===== src/rtl/div_pkg.sv =====
// Shared definitions for the sequential signed divider: FSM state encoding
// and the special-case operand/result patterns.
package div_pkg;

    // Controller states; the normal path is IDLE->PREP->CALC->FIX->DONE,
    // special cases jump straight from IDLE to DONE.
    typedef enum logic [2:0] {
        IDLE = 3'd0,
        PREP = 3'd1,
        CALC = 3'd2,
        FIX  = 3'd3,
        DONE = 3'd4
    } div_state_t;

    // Widest operand the helpers below can describe; the divider slices
    // these wide patterns down to its own width.
    localparam int MAX_N = 64;

    // All-ones pattern: the quotient reported for a zero divisor, and also
    // the two's-complement encoding of -1.
    localparam logic [MAX_N-1:0] ALL_ONES_WIDE = '1;

    // Most-negative two's-complement value for a given width (only the MSB set).
    function automatic logic [MAX_N-1:0] most_neg_pattern(input int width);
        logic [MAX_N-1:0] pattern;
        pattern = '0;
        pattern[width-1] = 1'b1;
        return pattern;
    endfunction

endpackage


===== src/rtl/div_step.sv =====
// One restoring-division step: shift the partial remainder left bringing in
// the next dividend bit, trial-subtract the divisor on an N+1-bit datapath,
// and keep the difference only if it did not go negative.
module div_step #(
    parameter int N = 32
) (
    input  logic [N-1:0] rem_in,
    input  logic         msb_in,
    input  logic [N-1:0] divisor,
    output logic [N-1:0] rem_out,
    output logic         q_bit
);

    logic [N:0] shifted;
    logic [N:0] diff;

    // Shift-subtract-restore; the incoming remainder is always below the
    // divisor, so the restored or reduced result always fits in N bits.
    always_comb begin
        shifted = {rem_in, msb_in};
        diff    = shifted - {1'b0, divisor};
        q_bit   = ~diff[N];
        rem_out = q_bit ? diff[N-1:0] : shifted[N-1:0];
    end

endmodule


===== src/rtl/seq_divider.sv =====
// Sequential signed divider with valid/ready handshakes on both sides.
// Normal operands take one PREP cycle, N restoring CALC cycles and one FIX
// cycle; a zero divisor and the most-negative/-1 overflow case finish at once.
module seq_divider #(
    parameter int N = 32
) (
    input  logic         clk,
    input  logic         rst,
    input  logic         in_valid,
    output logic         in_ready,
    input  logic [N-1:0] dividend,
    input  logic [N-1:0] divisor,
    output logic         out_valid,
    input  logic         out_ready,
    output logic [N-1:0] quotient,
    output logic [N-1:0] remainder,
    output logic         div_by_zero,
    output logic         overflow
);

    import div_pkg::*;

    localparam int               CNT_W         = $clog2(N) + 1;
    localparam logic [MAX_N-1:0] MOST_NEG_WIDE = most_neg_pattern(N);
    localparam logic [N-1:0]     MOST_NEG      = MOST_NEG_WIDE[N-1:0];
    localparam logic [N-1:0]     ALL_ONES      = ALL_ONES_WIDE[N-1:0];
    localparam logic [CNT_W-1:0] LAST_ITER     = CNT_W'(N - 1);

    div_state_t       state;
    div_state_t       next_state;

    logic [N-1:0]     dividend_r;
    logic [N-1:0]     divisor_r;
    logic [N-1:0]     abs_divisor;
    logic [N-1:0]     quo_shift;
    logic [N-1:0]     part_rem;
    logic             q_neg;
    logic             r_neg;
    logic [CNT_W-1:0] count;

    logic             accept;
    logic             divisor_is_zero;
    logic             is_overflow_case;
    logic [N-1:0]     step_rem;
    logic             step_bit;

    // The quotient register doubles as the dividend shifter: its MSB feeds
    // the step and the new quotient bit enters at the LSB.
    div_step #(
        .N(N)
    ) u_step (
        .rem_in  (part_rem),
        .msb_in  (quo_shift[N-1]),
        .divisor (abs_divisor),
        .rem_out (step_rem),
        .q_bit   (step_bit)
    );

    // Special-case detection looks at the live operands since it decides
    // the very first transition out of IDLE.
    always_comb begin
        accept           = (state == IDLE) && in_valid;
        divisor_is_zero  = (divisor == '0);
        is_overflow_case = (dividend == MOST_NEG) && (divisor == ALL_ONES);
    end

    // State register; reset abandons any division in flight.
    always_ff @(posedge clk or posedge rst) begin
        if (rst) begin
            state <= IDLE;
        end else begin
            state <= next_state;
        end
    end

    // Next-state and handshake outputs; DONE only returns to IDLE, so a new
    // request cannot be accepted in the same cycle a result is consumed.
    always_comb begin
        next_state = state;
        in_ready   = 1'b0;
        out_valid  = 1'b0;
        case (state)
            IDLE: begin
                in_ready = 1'b1;
                if (in_valid) begin
                    if (divisor_is_zero || is_overflow_case) begin
                        next_state = DONE;
                    end else begin
                        next_state = PREP;
                    end
                end
            end
            PREP: begin
                next_state = CALC;
            end
            CALC: begin
                if (count == LAST_ITER) begin
                    next_state = FIX;
                end
            end
            FIX: begin
                next_state = DONE;
            end
            DONE: begin
                out_valid = 1'b1;
                if (out_ready) begin
                    next_state = IDLE;
                end
            end
            default: begin
                next_state = IDLE;
            end
        endcase
    end

    // Datapath: capture operands, convert to magnitudes, iterate, then
    // restore signs; results are only written on the way into DONE so they
    // stay put while the consumer stalls.
    always_ff @(posedge clk or posedge rst) begin
        if (rst) begin
            dividend_r  <= '0;
            divisor_r   <= '0;
            abs_divisor <= '0;
            quo_shift   <= '0;
            part_rem    <= '0;
            q_neg       <= 1'b0;
            r_neg       <= 1'b0;
            count       <= '0;
            quotient    <= '0;
            remainder   <= '0;
            div_by_zero <= 1'b0;
            overflow    <= 1'b0;
        end else begin
            case (state)
                IDLE: begin
                    if (accept) begin
                        dividend_r <= dividend;
                        divisor_r  <= divisor;
                        if (divisor_is_zero) begin
                            quotient    <= ALL_ONES;
                            remainder   <= dividend;
                            div_by_zero <= 1'b1;
                            overflow    <= 1'b0;
                        end else if (is_overflow_case) begin
                            quotient    <= dividend;
                            remainder   <= '0;
                            div_by_zero <= 1'b0;
                            overflow    <= 1'b1;
                        end else begin
                            div_by_zero <= 1'b0;
                            overflow    <= 1'b0;
                        end
                    end
                end
                PREP: begin
                    quo_shift   <= dividend_r[N-1] ? -dividend_r : dividend_r;
                    abs_divisor <= divisor_r[N-1] ? -divisor_r : divisor_r;
                    part_rem    <= '0;
                    q_neg       <= dividend_r[N-1] ^ divisor_r[N-1];
                    r_neg       <= dividend_r[N-1];
                    count       <= '0;
                end
                CALC: begin
                    part_rem  <= step_rem;
                    quo_shift <= {quo_shift[N-2:0], step_bit};
                    count     <= count + 1'b1;
                end
                FIX: begin
                    quotient  <= q_neg ? -quo_shift : quo_shift;
                    remainder <= r_neg ? -part_rem : part_rem;
                end
                default: begin
                end
            endcase
        end
    end

endmodule


===== config.mk =====
export PLATFORM = sky130hd
export DESIGN_NAME = seq_divider
export DESIGN_NICKNAME = d
export VERILOG_FILES = /design/src/rtl/div_pkg.sv /design/src/rtl/div_step.sv /design/src/rtl/seq_divider.sv
export SDC_FILE = /design/constraint.sdc
export NUM_CORES = 1
export LEC_CHECK = 0
export ABC_AREA = 1
export CAP_MARGIN = 20
export CORE_AREA = 2 2 178 180
export DETAILED_ROUTE_END_ITERATION = 10
export DIE_AREA = 0 0 180 182
export PLACE_DENSITY = 0.77
export SLEW_MARGIN = 20
export SYNTH_ARGS = -nofsm -noshare
export SYNTH_HDL_FRONTEND = slang
export SYNTH_SLANG_ARGS = --single-unit

===== constraint.sdc =====
create_clock -name clk -period 7.3 [get_ports clk]
set_input_delay 1.095 -clock clk [delete_from_list [all_inputs] [get_ports clk]]
set_output_delay 1.095 -clock clk [all_outputs]
set_load 0.03 [all_outputs]

-- Word level (Yosys, flattened, before mapping)
Index checks and enable logic that the tools add are counted.
- flip-flop bits (word level): 237
- input port bits: 68
- output and inout port bits: 68
- word-level logic and storage cells: 69
- add/subtract/negate cells: 6
- equal/unequal tests: 12
- multiplexer cells: 26
- bitwise logic cells: 2
- reduce and logical (&&, ||, !) cells: 10
- operators with widths (cell ; count):
    $mux 32 ; 11
    $pmux 32 s2 ; 4
    $neg 32->32 ; 4
    $eq 32x32->1 const B ; 2
    $sub 33x32->33 ; 1
    $logic_not 32->1 ; 1
    $pmux 3 s5 ; 1
    $mux 3 ; 4
    $pmux 6 s2 ; 1
    $ne 2x2->1 const B ; 4
    $add 6x1->6 const B ; 1
    $eq 3x2->1 const B ; 2
    $eq 6x5->1 const B ; 1
    $reduce_and 3->1 ; 2
    $mux 1 ; 5
    $reduce_bool 2->1 ; 2
    $eq 3x1->1 const B ; 1
    $eq 3x3->1 const B ; 1
    $logic_not 3->1 ; 1
    $ne 3x3->1 const B ; 1
    $logic_and 1x1->1 ; 2
    $reduce_and 2->1 ; 1
    $logic_or 1x1->1 ; 1
    $not 1->1 ; 1
    $xor 1x1->1 ; 1

-- Longest topological paths before layout
Gate-level depths: netlist of the first run.
- depth after elaboration: 6
- mapped depth: 18
- gate-level depth less buffers: 17

-- Hierarchy
A second synthesis of the first run with hierarchy kept.
- cell total of the unflattened synthesis: 2745
- area total of the unflattened synthesis: 17211.5 µm²
- modules (own cells, without submodules) (module ; instances ; cells each ; area an instance (µm²) ; sequential area each (µm²)):
    seq_divider ; 1 ; 2062 ; 14048.5 ; 5930.7
    div_step ; 1 ; 683 ; 3163.0 ; 0.0

-- Least setup slack after synthesis of the first run
No wires, ideal clock.
- path type: input to register
- start: in divisor[22]
- end: reg quotient[10]
- library setup time: 117 ps
- arrival time: 2364 ps
- data required time: 7183 ps
- setup slack: 4819 ps
- cell stages on the path: 14
- buffers on the path: 2
- cell sequence: nor2_1 nand2_1 nor2_1 nand2_1 nor2_4 inv_2 nand2_1 nand2_1 nand2_1 nand2_1 buf_2 buf_2 nand2_1 nand2_1
- longest elaborated chain between the ends: 4
- elaborated cells on any way between the ends: 8
- those cells by class: eq/ne (2); mux (3); reduce/logical (3)
- ends and longest elaborated chain (element ; line ; RTL):
    from (decl) ; seq_divider.sv:12 ; input logic [N-1:0] divisor,
    $eq 32x32->1 / $logic_not 32->1 (equally long branches) ; seq_divider.sv:64, seq_divider.sv:63 ;
    $logic_and 1x1->1 / $mux 32 (equally long branches) ; seq_divider.sv:64, seq_divider.sv:139 ;
    $ne 3x3->1 (no source line) / $mux 32 (equally long branches) ; - ;
    $reduce_and 3->1 (no source line) / $pmux 32 s2 (equally long branches) ; - ;
    to (signal assigned) ; seq_divider.sv:145 ; quotient <= dividend;
    to (signal assigned) ; seq_divider.sv:169 ; quotient <= q_neg ? -quo_shift : quo_shift;
    to (decl) ; seq_divider.sv:15 ; output logic [N-1:0] quotient,
Parallel ways exist; a longest one is shown, timed or not. The select of a mux whose other input is x is not followed.
A chain may end at the register's enable or synchronous reset.

-- Worst setup path after layout of the first run
- start: reg quo_shift[31]
- end: reg part_rem[21]
- longest elaborated chain between the ends: 3
- ends and longest elaborated chain (element ; line ; RTL):
    from (decl) ; seq_divider.sv:35 ; logic [N-1:0] quo_shift;
    from (signal assigned) ; seq_divider.sv:156 ; quo_shift <= dividend_r[N-1] ? -dividend_r : dividend_r;
    from (signal assigned) ; seq_divider.sv:165 ; quo_shift <= {quo_shift[N-2:0], step_bit};
    $sub 33x32->33 ; div_step.sv:21 ; diff = shifted - {1'b0, divisor};
    $mux 32 ; div_step.sv:23 ; rem_out = q_bit ? diff[N-1:0] : shifted[N-1:0];
    $pmux 32 s2 ; seq_divider.sv:134 ; case (state)
    to (signal assigned) ; seq_divider.sv:164 ; part_rem <= step_rem;
    to (decl) ; seq_divider.sv:36 ; logic [N-1:0] part_rem;
No other way between the ends.

==> out/qor.csv, run 1 <==
stage;metric;value;unit
finish;syn_to_final_growth;15.32;%
status;status;complete, no violations;
clocking;cts_resized;0;
finish;drive_gt1_frac;0.02829;
finish;design_area;0.01893;mm2
worst_hold_path;hold_class;reg -> reg;
global_routing;grt_max_degree;129;
floorplan;die_w;180;um
worst_setup_path;worstSetupPathType;reg -> reg;
floorplan;ios;136;
worst_setup_path;path_cells;inv_1 -> ha_1 -> fa_1 -> inv_1 -> nand2_1 -> nand2_1 -> nand3_1 -> nand2_1 -> nand2_1 -> nand2_1 -> nand2_2 -> nand2_1 -> nand2_2 -> nand2_1 -> nand2_1 -> nand3_1 -> nand2_1;
clocking;path_clk_slew;0.07;ns
placement;detailedPlacementHpwl;41730;um
clocking;numCtsBuffers;26;
worst_setup_path;cp-start-kind;flip-flop;
timing;setup_ws;3.747;ns
worst_setup_path;cp_max_fo;20;
finish;num_antenna_cells;0;
clocking;clock_sinks;237;
worst_setup_path;worstPathRequired;7.75;ns
drt;drt-met1-wl;23980;um
worst_setup_path;crit_arrival;4.00;ns
placement;io_buffer_count;135;
finish;layout_commonest_cell;nand2_1;
timing;maxSlewHeadroom;0.2749;
clocking;clk_latency;0.56;ns
worst_setup_path;cp_slowest_cell;nand2_1;
floorplan;num_rows;65;
synth;ys_seq_area_frac;0.3614;
synth;syn_nets;2649;
drt;dr_wl_met3;5520;um
synth;yosysTopAreaCell;dfrtp_1;
synth;syn_inst;2543;
clocking;cts-hold-fix-buffers;0;
power_and_ir_drop;p_leak;9.548;nW
drt;vias_per_cell;5.677;
timing;rsz0062_at_grt;false;
synth;synth-seq-cells;237;
job;max_cap_violations;0;
synth;synth.area.top_cells;dfrtp_1 36%, nand2_1 21%, nand3_1 8.2%, inv_1 7.0%, o21ai_0 5.4%;
clocking;cts_tree;built;
global_routing;antenna_found_initial;2;
worst_setup_path;cp-end-kind;flip-flop;
synth;yosysWarnings;0;
finish;final_cell_mix;921 x nand2_1, 305 x inv_1, 269 x nand3_1, 237 x dfrtp_1, 212 x nor2_1;
drt;wire_per_inst;17.99;um
drt;top_layer;met5;
timing;finalHoldWorstSlack;0.4783;ns
floorplan;die_h;182;um
clocking;root_buffer;clkbuf_16;
worst_setup_path;max_stage_delay;0.62;ns
timing;final.period_utilization;0.4867;
drt;drt-total-wl;54920;um
drt;wl_met2;23030;um
drt;drt_iter0_markers;2000;
drt;vias;17331;
floorplan;die_area;0.03276;mm2
drt;remaining_drc_errors;0;
timing;worst_pin_slew;1.088;ns
finish;fill_cells;2922;
timing;fmax;281.5;MHz
drt;firstDrtPassIters;6;
worst_setup_path;worst_path_most_repeated_cell;nand2_1;
global_routing;grtUsageTotal;0.3325;
finish;fin_nets;2737;
worst_setup_path;path_buf_inv;2;
synth;async_reset_ff_frac;1.000;
floorplan;start_util;0.5297;
placement;post_dp_cell_area;0.01799;mm2
placement;dp_slack;3.357;ns
synth;synthesis.area;0.01641;mm2
drt;final_antenna_net_count;0;
timing;min_period;3.553;ns
synth;avgSynthCellArea;6.454;um2
timing;fin_worst_skew;0.03441;ns
synth;ys.flop_type;dfrtp_1;
synth;synth_edf_count;0;
power_and_ir_drop;peakVddDrop;0.5697;mV
timing;hold_violations;0;
worst_setup_path;crit_family;simple AND/OR/NAND/NOR gates;
placement;gp_congestion;0.9554;
timing;drv_slew;0;
clocking;clk_path_buf_depth;3;
timing;timing.setup.tns;0;ns
floorplan;core-area;0.03099;mm2
clocking;post_cts_buffers;0;
global_routing;grt_pass1_vias;15818;
global_routing;overflow;0;
global_routing;grt_pass1_wl;86510;um
power_and_ir_drop;powerDensity;531.3;mW/mm2
timing;setup_viol;0;
synth;synth_top_area_frac;0.3614;
clocking;htreeDepth;1;
synth;yosys.cell_types.count;49;
metal layers:
layer	vias to the layer above	GRT usage
met5	-	0
met4	2	0.1203
met3	144	0.05094
met1	7941	0.4840
met2	921	0.5022
li1	8323	-
cell type report:
cell class	instances	area, um2	share of cell area
Clock buffer	39	729.5	0.03854
Clock inverter	9	188.9	0.009983
Sequential cell	237	5931	0.3134
Inverter	312	1175	0.06208
Tap cell	402	503.0	0.02658
Multi-Input combinational cell	1905	8917	0.4712
Timing Repair Buffer	149	1481	0.07828
power by group:
part | internal (mW) | switching (mW) | leakage, nW
Combinational | 1.98 | 4.11 | 6.09
Sequential | 1.92 | 0.609 | 3.01
Clock | 0.870 | 0.562 | 0.444
Yosys cell counts (5+ instances only):
cell and instances:
nor3_1 33, a21oi_1 57, nand4_1 33, o211ai_1 7
o221ai_1 13, nand2_1 922, xor2_1 30, nand3_1 269
o21bai_1 18, dfrtp_1 237, inv_1 306, buf_6 7
o21ai_1 6, o22ai_1 21, nand3b_1 16, nor2_1 213
buf_2 17, xnor2_1 9, or2_2 5, o21ai_0 178
clkbuf_1 60, ha_1 37, o31ai_1 5
sequential cells by signal (all words and copies together) (netlist names):
signal,flops
abs_divisor,32
count,6
div_by_zero,1
dividend_r,32
divisor_r,32
overflow,1
part_rem,32
q_neg,1
quo_shift,32
quotient,32
r_neg,1
remainder,32
state,3
stage by stage:
stage               std cells  utilization  power (mW)
detailed placement       3004       0.5805       8.504
finish                   3053       0.6108       10.06
floorplan                2543            -       6.686
global placement         3004       0.5805       8.359
CTS                      3052       0.6101       9.959
global route             3053       0.6108       10.87
tightest hold or removal path: cells and delay by family, from the launching register on:
kind | cells | cell delay (ns)
DFF | 1 | 0.34
and+or+nand+nor | 2 | 0.11
kinds of logic (layout without fill, tap and decap cells):
logic type,after synthesis,in the layout,share of synthesized area
AND/OR/NAND/NOR,1507,1507,0.3813
XOR/XNOR,39,39,0.02081
flip-flops,237,237,0.3614
buffers and inverters,401,509,0.09667
AO/OA/AOI/OAI,321,321,0.1104
adder cells (fa/ha/maj),38,38,0.02943
path summary, 6_finish.rpt:
path | startpoint | endpoint | slack (ns) | depth (start not counted)
max | quo_shift[31] | part_rem[21] | 3.75 | 17
min | remainder[19] | remainder[19] | 0.48 | 2
max reg2reg | quo_shift[31] | part_rem[21] | 3.75 | 17
min reg2reg | remainder[19] | remainder[19] | 0.48 | 2
max in group asynchronous | rst | divisor_r[20] | 5.03 | 4
min in group asynchronous | rst | remainder[16] | 0.84 | 2
Note: power is estimated with default switching activity, not from simulation.
==> run 2, diff against run 1 <==
--- a/config.mk
+++ b/config.mk
@@ -7,10 +7,10 @@
 export LEC_CHECK = 0
 export ABC_AREA = 1
 export CAP_MARGIN = 20
-export CORE_AREA = 2 2 178 180
+export CORE_AREA = 2 2 169 171
 export DETAILED_ROUTE_END_ITERATION = 10
-export DIE_AREA = 0 0 180 182
-export PLACE_DENSITY = 0.77
+export DIE_AREA = 0 0 171 173
+export PLACE_DENSITY = 0.81
 export SLEW_MARGIN = 20
 export SYNTH_ARGS = -nofsm -noshare
 export SYNTH_HDL_FRONTEND = slang
==> constraint.sdc (replaced) <==
create_clock -name clk -period 3.65 [get_ports clk]
set_input_delay 0.5475 -clock clk [delete_from_list [all_inputs] [get_ports clk]]
set_output_delay 0.5475 -clock clk [all_outputs]
set_load 0.03 [all_outputs]
==> out/qor.csv, run 2 (synthesized netlist as in run 1, its figures left out) <==
stage;metric;value;unit;change
worst_setup_path;reg2reg_slack;0.31;ns;was 3.75 ns
global_routing;antenna_found_initial;0;;was 2
timing;min_period;3.338;ns;was 3.553 ns
timing;worst_pin_slew;1.002;ns;was 1.088 ns
drt;vias;17696;;was 17,331
floorplan;die_area;0.02958;mm2;was 0.03276 mm2
power_and_ir_drop;switching_power;10.66;mW;was 5.286 mW
drt;wl_met2;22780;um;was 23,030 um
worst_setup_path;rr_endpoint;part_rem[21];;unchanged
drt;dr_wl_met3;6697;um;was 5520 um
worst_setup_path;cp_slowest_cell;dfrtp_1;;was nand2_1
placement;gp_congestion;1.055;;was 0.9554
worst_setup_path;crit_arrival;3.77;ns;was 4.00 ns
job;max_cap_violations;0;;unchanged
placement;detailedPlacementHpwl;42630;um;was 41,730 um
worst_setup_path;worstSetupPathType;reg -> reg;;unchanged
drt;remaining_drc_errors;0;;unchanged
global_routing;grtUsageTotal;0.3770;;was 0.3325
timing;setup_ws;0.3118;ns;was 3.747 ns
power_and_ir_drop;total_power;20.17;mW;was 10.06 mW
finish;syn_to_final_growth;16.19;%;was 15.32%
floorplan;ios;136;;unchanged
power_and_ir_drop;seqPwrFrac;0.248;;was 0.252
worst_setup_path;cp-start-kind;flip-flop;;unchanged
worst_setup_path;ff2ff_path_depth;18;;was 17
drt;drt_iter0_markers;2369;;was 2,000
drt;final_antenna_net_count;0;;unchanged
drt;firstDrtPassIters;6;;unchanged
power_and_ir_drop;p_leak;9.656;nW;was 9.548 nW
power_and_ir_drop;power_frac_comb;0.615;;was 0.606
finish;fill_cells;2521;;was 2,922
worst_setup_path;path_cells;inv_1 -> ha_1 -> fa_1 -> inv_1 -> nand2_1 -> nand2_1 -> nand3_1 -> nand2_1 -> nand2_1 -> nand2_1 -> nand2_2 -> nand2_1 -> nand2_2 -> nand2_1 -> buf_4 -> nand2_1 -> nand3_1 -> nand2_1;;was inv_1 -> ha_1 -> fa_1 -> inv_1 -> nand2_1 -> nand2_1 -> nand3_1 -> nand2_1 -> nand2_1 -> nand2_1 -> nand2_2 -> nand2_1 -> nand2_2 -> nand2_1 -> nand2_1 -> nand3_1 -> nand2_1
timing;hold_violations;0;;unchanged
finish;final_cell_mix;921 x nand2_1, 305 x inv_1, 269 x nand3_1, 237 x dfrtp_1, 212 x nor2_1;;unchanged
power_and_ir_drop;p_sw_frac;0.5286;;was 0.5257
timing;setup_viol;0;;unchanged
clocking;cts_resized;0;;unchanged
power_and_ir_drop;peakVddDrop;0.7237;mV;was 0.5697 mV
drt;wire_per_inst;18.25;um;was 17.99 um
clocking;htreeDepth;1;;unchanged
global_routing;grt_pass1_wl;87520;um;was 86,510 um
clocking;cts_tree;built;;unchanged
worst_hold_path;min_to;remainder[14];;was remainder[19]
clocking;numCtsBuffers;26;;unchanged
clocking;root_buffer;clkbuf_16;;unchanged
floorplan;num_rows;61;;was 65
clocking;clock_sinks;237;;unchanged
finish;drive_gt1_frac;0.03889;;was 0.02829
status;status;complete, no violations;;unchanged
worst_hold_path;holdCritStartpoint;remainder[14];;was remainder[19]
worst_setup_path;worst_path_most_repeated_cell;nand2_1;;unchanged
worst_setup_path;cp_max_fo;18;;was 20
worst_setup_path;cp-end-kind;flip-flop;;unchanged
worst_setup_path;worstPathRequired;4.08;ns;was 7.75 ns
clocking;clk_latency;0.55;ns;was 0.56 ns
timing;fmax;299.6;MHz;was 281.5 MHz
global_routing;grt_pass1_vias;15734;;was 15,818
finish;num_antenna_cells;0;;unchanged
finish;layout_commonest_cell;nand2_1;;unchanged
drt;drt-total-wl;55700;um;was 54,920 um
finish;fin_nets;2762;;was 2,737
clocking;cts-hold-fix-buffers;0;;unchanged
worst_setup_path;max_stage_delay;0.40;ns;was 0.62 ns
power_and_ir_drop;p_int;9.508;mW;was 4.770 mW
floorplan;die_w;171;um;was 180 um
clocking;path_clk_slew;0.06;ns;was 0.07 ns
timing;rsz0062_at_grt;false;;unchanged
drt;drt-met1-wl;24110;um;was 23,980 um
worst_hold_path;worstHoldPathCells;2;;unchanged
floorplan;core-area;0.02763;mm2;was 0.03099 mm2
placement;io_buffer_count;135;;unchanged
worst_setup_path;rr_startpoint;quo_shift[31];;unchanged
drt;vias_per_cell;5.798;;was 5.677
power_and_ir_drop;pwr-share-clk;0.137;;was 0.142
timing;fin_worst_skew;0.01807;ns;was 0.03441 ns
worst_hold_path;hold_class;reg -> reg;;unchanged
clocking;post_cts_buffers;0;;unchanged
clocking;clk_path_buf_depth;3;;unchanged
global_routing;overflow;0;;unchanged
timing;final.period_utilization;0.9146;;was 0.4867
floorplan;die_h;173;um;was 182 um
timing;maxSlewHeadroom;0.3308;;was 0.2749
power_and_ir_drop;powerDensity;1058;mW/mm2;was 531.3 mW/mm2
drt;top_layer;met4;;was met5
global_routing;grt_max_degree;107;;was 129
timing;drv_slew;0;;unchanged
placement;dp_slack;0.4676;ns;was 3.357 ns
floorplan;start_util;0.5940;;was 0.5297
run 2: changes by cell type in the layout (fill, tap and decap cells not counted):
cell,change
buf_4,+25
bufinv_16,-2
clkbuf_1,-6
clkbuf_8,+3
clkinv_2,-1
clkinv_4,+1
clkinvlp_4,+3
run 2: worst max path at each step:
stage / startpoint / end / slack [ns] / depth (start not counted)
2_1_floorplan: rst / abs_divisor[0] / -0.003 / 1
3_3_place_gp: quo_shift[31] / part_rem[21] / 0.50 / 18
3_5_place_dp: quo_shift[31] / part_rem[21] / 0.47 / 18
4_1_cts: quo_shift[31] / part_rem[21] / 0.41 / 18
5_1_grt: quo_shift[31] / part_rem[21] / 0.1 / 18
6_report: quo_shift[31] / part_rem[21] / 0.31 / 18
run 2: power groups by stage:
stage / clock network [mW] / registers (mW) / logic [mW]
CTS: 2.78 / 4.95 / 12.1
detailed placement: 0 / 4.98 / 12.0
floorplan: 0 / 5.25 / 8.13
global route: 2.88 / 5.12 / 13.8
global placement: 0 / 4.93 / 11.8
finish: 2.77 / 5.00 / 12.4
run 2: per-layer routing:
metal,up-vias,GRT usage
li1,8387,-
met1,8152,0.5755
met2,1021,0.5302
met3,136,0.08492
met4,0,0.1144
met5,-,0
run 2: per-stage QoR:
stage | instances | TNS, ns | hold WS [ns] | area (um2) | util
floorplan | 2543 | -0.7974 | 0.4489 | 16420 | -
global route | 3052 | 0 | 0.4970 | 19070 | 0.6902
CTS | 3052 | 0 | 0.4813 | 19070 | 0.6902
global placement | 3006 | 0 | 0.4631 | 18160 | 0.6575
detailed placement | 3006 | 0 | 0.4654 | 18160 | 0.6575
finish | 3052 | 0 | 0.4766 | 19070 | 0.6902
run 2: worst max-delay path, delay by kind of cell (launching register included):
family                     cells  cell delay (ns)
and+or+nand+nor               13             1.65
buffers and inverters          3             0.51
adders and majority gates      2             0.64
DFF                            1             0.40
run 2: area by class of cell:
class                      count  area, um2  share of cell area
sequential                   237       5931              0.3110
inverter                     312       1175             0.06161
timing repair buffer         174       1669             0.08753
tap                          378      473.0             0.02480
multi-input combinational   1905       8917              0.4677
clock buffer                  36      748.2             0.03924
clock inverter                10      155.1            0.008136
==> run 3, diff against run 2 <==
==> constraint.sdc (replaced) <==
create_clock -name clk -period 3.8 [get_ports clk]
set_input_delay 0.57 -clock clk [delete_from_list [all_inputs] [get_ports clk]]
set_output_delay 0.57 -clock clk [all_outputs]
set_load 0.1 [all_outputs]
==> out/qor.csv, run 3 (synthesized netlist as in run 1, its figures left out) <==
stage;metric;value;unit;change
placement;io_buffer_count;135;;unchanged
floorplan;die_area;0.02958;mm2;unchanged
floorplan;start_util;0.5940;;unchanged
worst_setup_path;rr_endpoint;part_rem[22];;was part_rem[21]
clocking;cts-hold-fix-buffers;0;;unchanged
worst_setup_path;worstPathRequired;4.24;ns;was 4.08 ns
timing;min_period;3.207;ns;was 3.338 ns
status;status;complete, no violations;;unchanged
worst_setup_path;max_stage_delay;0.44;ns;was 0.40 ns
drt;final_antenna_net_count;0;;unchanged
worst_setup_path;worst_path_most_repeated_cell;nand2_1;;unchanged
drt;vias;17629;;was 17,696
clocking;clk_path_buf_depth;3;;unchanged
drt;vias_per_cell;5.782;;was 5.798
worst_setup_path;path_buf_inv;3;;unchanged
worst_setup_path;path_cells;inv_1 -> ha_1 -> fa_1 -> inv_1 -> nand2_1 -> nand2_1 -> nand3_1 -> nand2_1 -> nand2_1 -> nand2_1 -> nand2_2 -> nand2_1 -> nand2_2 -> nand2_1 -> buf_4 -> nand2_1 -> nand3_1 -> nand2_1;;unchanged
worst_setup_path;crit_arrival;3.64;ns;was 3.77 ns
worst_hold_path;hold_class;in -> async;;was reg -> reg
drt;remaining_drc_errors;0;;unchanged
worst_setup_path;cp_slowest_cell;fa_1;;was dfrtp_1
global_routing;grt_pass1_vias;16114;;was 15,734
timing;timing.setup.tns;0;ns;unchanged
timing;hold_violations;0;;unchanged
timing;final.period_utilization;0.8440;;was 0.9146
floorplan;die_h;173;um;unchanged
clocking;cts_resized;0;;unchanged
finish;drive_gt1_frac;0.03856;;was 0.03889
worst_setup_path;cp-start-kind;flip-flop;;unchanged
worst_setup_path;rr_startpoint;quo_shift[31];;unchanged
finish;layout_commonest_cell;nand2_1;;unchanged
clocking;clk_latency;0.56;ns;was 0.55 ns
clocking;root_buffer;clkbuf_16;;unchanged
timing;worst_pin_slew;1.031;ns;was 1.002 ns
global_routing;antenna_found_initial;0;;unchanged
timing;fin_worst_skew;0.01646;ns;was 0.01807 ns
worst_setup_path;cp_max_fo;18;;unchanged
clocking;path_clk_slew;0.07;ns;was 0.06 ns
drt;drt-total-wl;55540;um;was 55,700 um
drt;drt_iter0_markers;2146;;was 2,369
drt;wire_per_inst;18.21;um;was 18.25 um
placement;gp_congestion;1.018;;was 1.055
clocking;clock_sinks;237;;unchanged
worst_setup_path;ff2ff_path_depth;18;;unchanged
global_routing;grt_max_degree;107;;unchanged
timing;rsz0062_at_grt;false;;unchanged
floorplan;ios;136;;unchanged
finish;final_cell_mix;921 x nand2_1, 305 x inv_1, 269 x nand3_1, 237 x dfrtp_1, 212 x nor2_1;;unchanged
clocking;post_cts_buffers;0;;unchanged
timing;maxSlewHeadroom;0.3108;;was 0.3308
placement;detailedPlacementHpwl;42690;um;was 42,630 um
floorplan;core-area;0.02763;mm2;unchanged
global_routing;grtUsageTotal;0.3792;;was 0.3770
floorplan;num_rows;61;;unchanged
timing;drv_slew;0;;unchanged
drt;firstDrtPassIters;7;;was 6
finish;fin_nets;2759;;was 2,762
global_routing;overflow;0;;unchanged
worst_setup_path;reg2reg_slack;0.59;ns;was 0.31 ns
finish;num_antenna_cells;0;;unchanged
timing;setup_viol;0;;unchanged
job;max_cap_violations;0;;unchanged
timing;finalHoldWorstSlack;0.4720;ns;was 0.4766 ns
floorplan;die_w;171;um;unchanged
clocking;numCtsBuffers;27;;was 26
clocking;htreeDepth;1;;unchanged
timing;fmax;311.8;MHz;was 299.6 MHz
clocking;cts_tree;built;;unchanged
worst_setup_path;worstSetupPathType;reg -> reg;;unchanged
worst_setup_path;cp-end-kind;flip-flop;;unchanged
global_routing;grt_pass1_wl;88260;um;was 87,520 um
worst_setup_path;crit_family;simple AND/OR/NAND/NOR gates;;unchanged
finish;syn_to_final_growth;16.26;%;was 16.19%
run 3: cell count changes in the layout (fill, tap and decap cells not counted), moves of 2 or more:
cell,before,now
clkdlybuf4s50_1,135,133
buf_4,37,34
clkinv_2,0,5
clkinvlp_4,4,2
bufinv_16,3,5
clkbuf_8,6,2
run 3: worst max-delay path by stage:
stage                             start        endpoint  depth (start not counted)
final                     quo_shift[31]    part_rem[22]                         18
after global routing      quo_shift[31]     part_rem[3]                         18
after CTS                 quo_shift[31]    part_rem[22]                         18
after detailed placement    divisor[20]    remainder[1]                         14
after global placement      divisor[22]     quotient[4]                         14
after floorplan                     rst  abs_divisor[0]                          1
run 3: per-stage QoR:
step / instances / cell area, um2 / worst slack (ns) / util
2_1_floorplan: 2543 / 16420 / 0.1241 / -
3_3_place_gp: 3002 / 18140 / 0.6781 / 0.6566
3_5_place_dp: 3002 / 18140 / 0.5545 / 0.6566
4_1_cts: 3049 / 19080 / 0.6621 / 0.6906
5_1_grt: 3049 / 19080 / 0.3528 / 0.6906
6_report: 3049 / 19080 / 0.5928 / 0.6906
run 3: cell type report:
cell class	count	area (um2)
clock buffers	33	718.2
clock inverters	14	220.2
fillers	2479	8548
inverters	312	1175
multi-input cells	1905	8917
flip-flops and latches	237	5931
well taps	378	473.0
repair buffers	170	1647
run 3: per-layer routing:
| layer | GRT usage | share of wire |
|---|---|---|
| met1 | 0.5751 | 0.44 |
| met3 | 0.07301 | 0.11 |
| met5 | 0 | 0 |
| met2 | 0.5492 | 0.42 |
| met4 | 0.1095 | 0.037 |
run 3: worst reg2reg max path, stage by stage (launching register included):
cell and delay (ns):
dfrtp_1 0.42, inv_1 0.12, ha_1 0.25, fa_1 0.44
inv_1 0.11, nand2_1 0.07, nand2_1 0.11, nand3_1 0.08
nand2_1 0.16, nand2_1 0.10, nand2_1 0.11, nand2_2 0.07
nand2_1 0.09, nand2_2 0.21, nand2_1 0.29, buf_4 0.25
nand2_1 0.08, nand3_1 0.07, nand2_1 0.07
Power of run 3 is not shown: default switching activity piles up to over one toggle a cycle in this logic, so the estimate is an artifact.
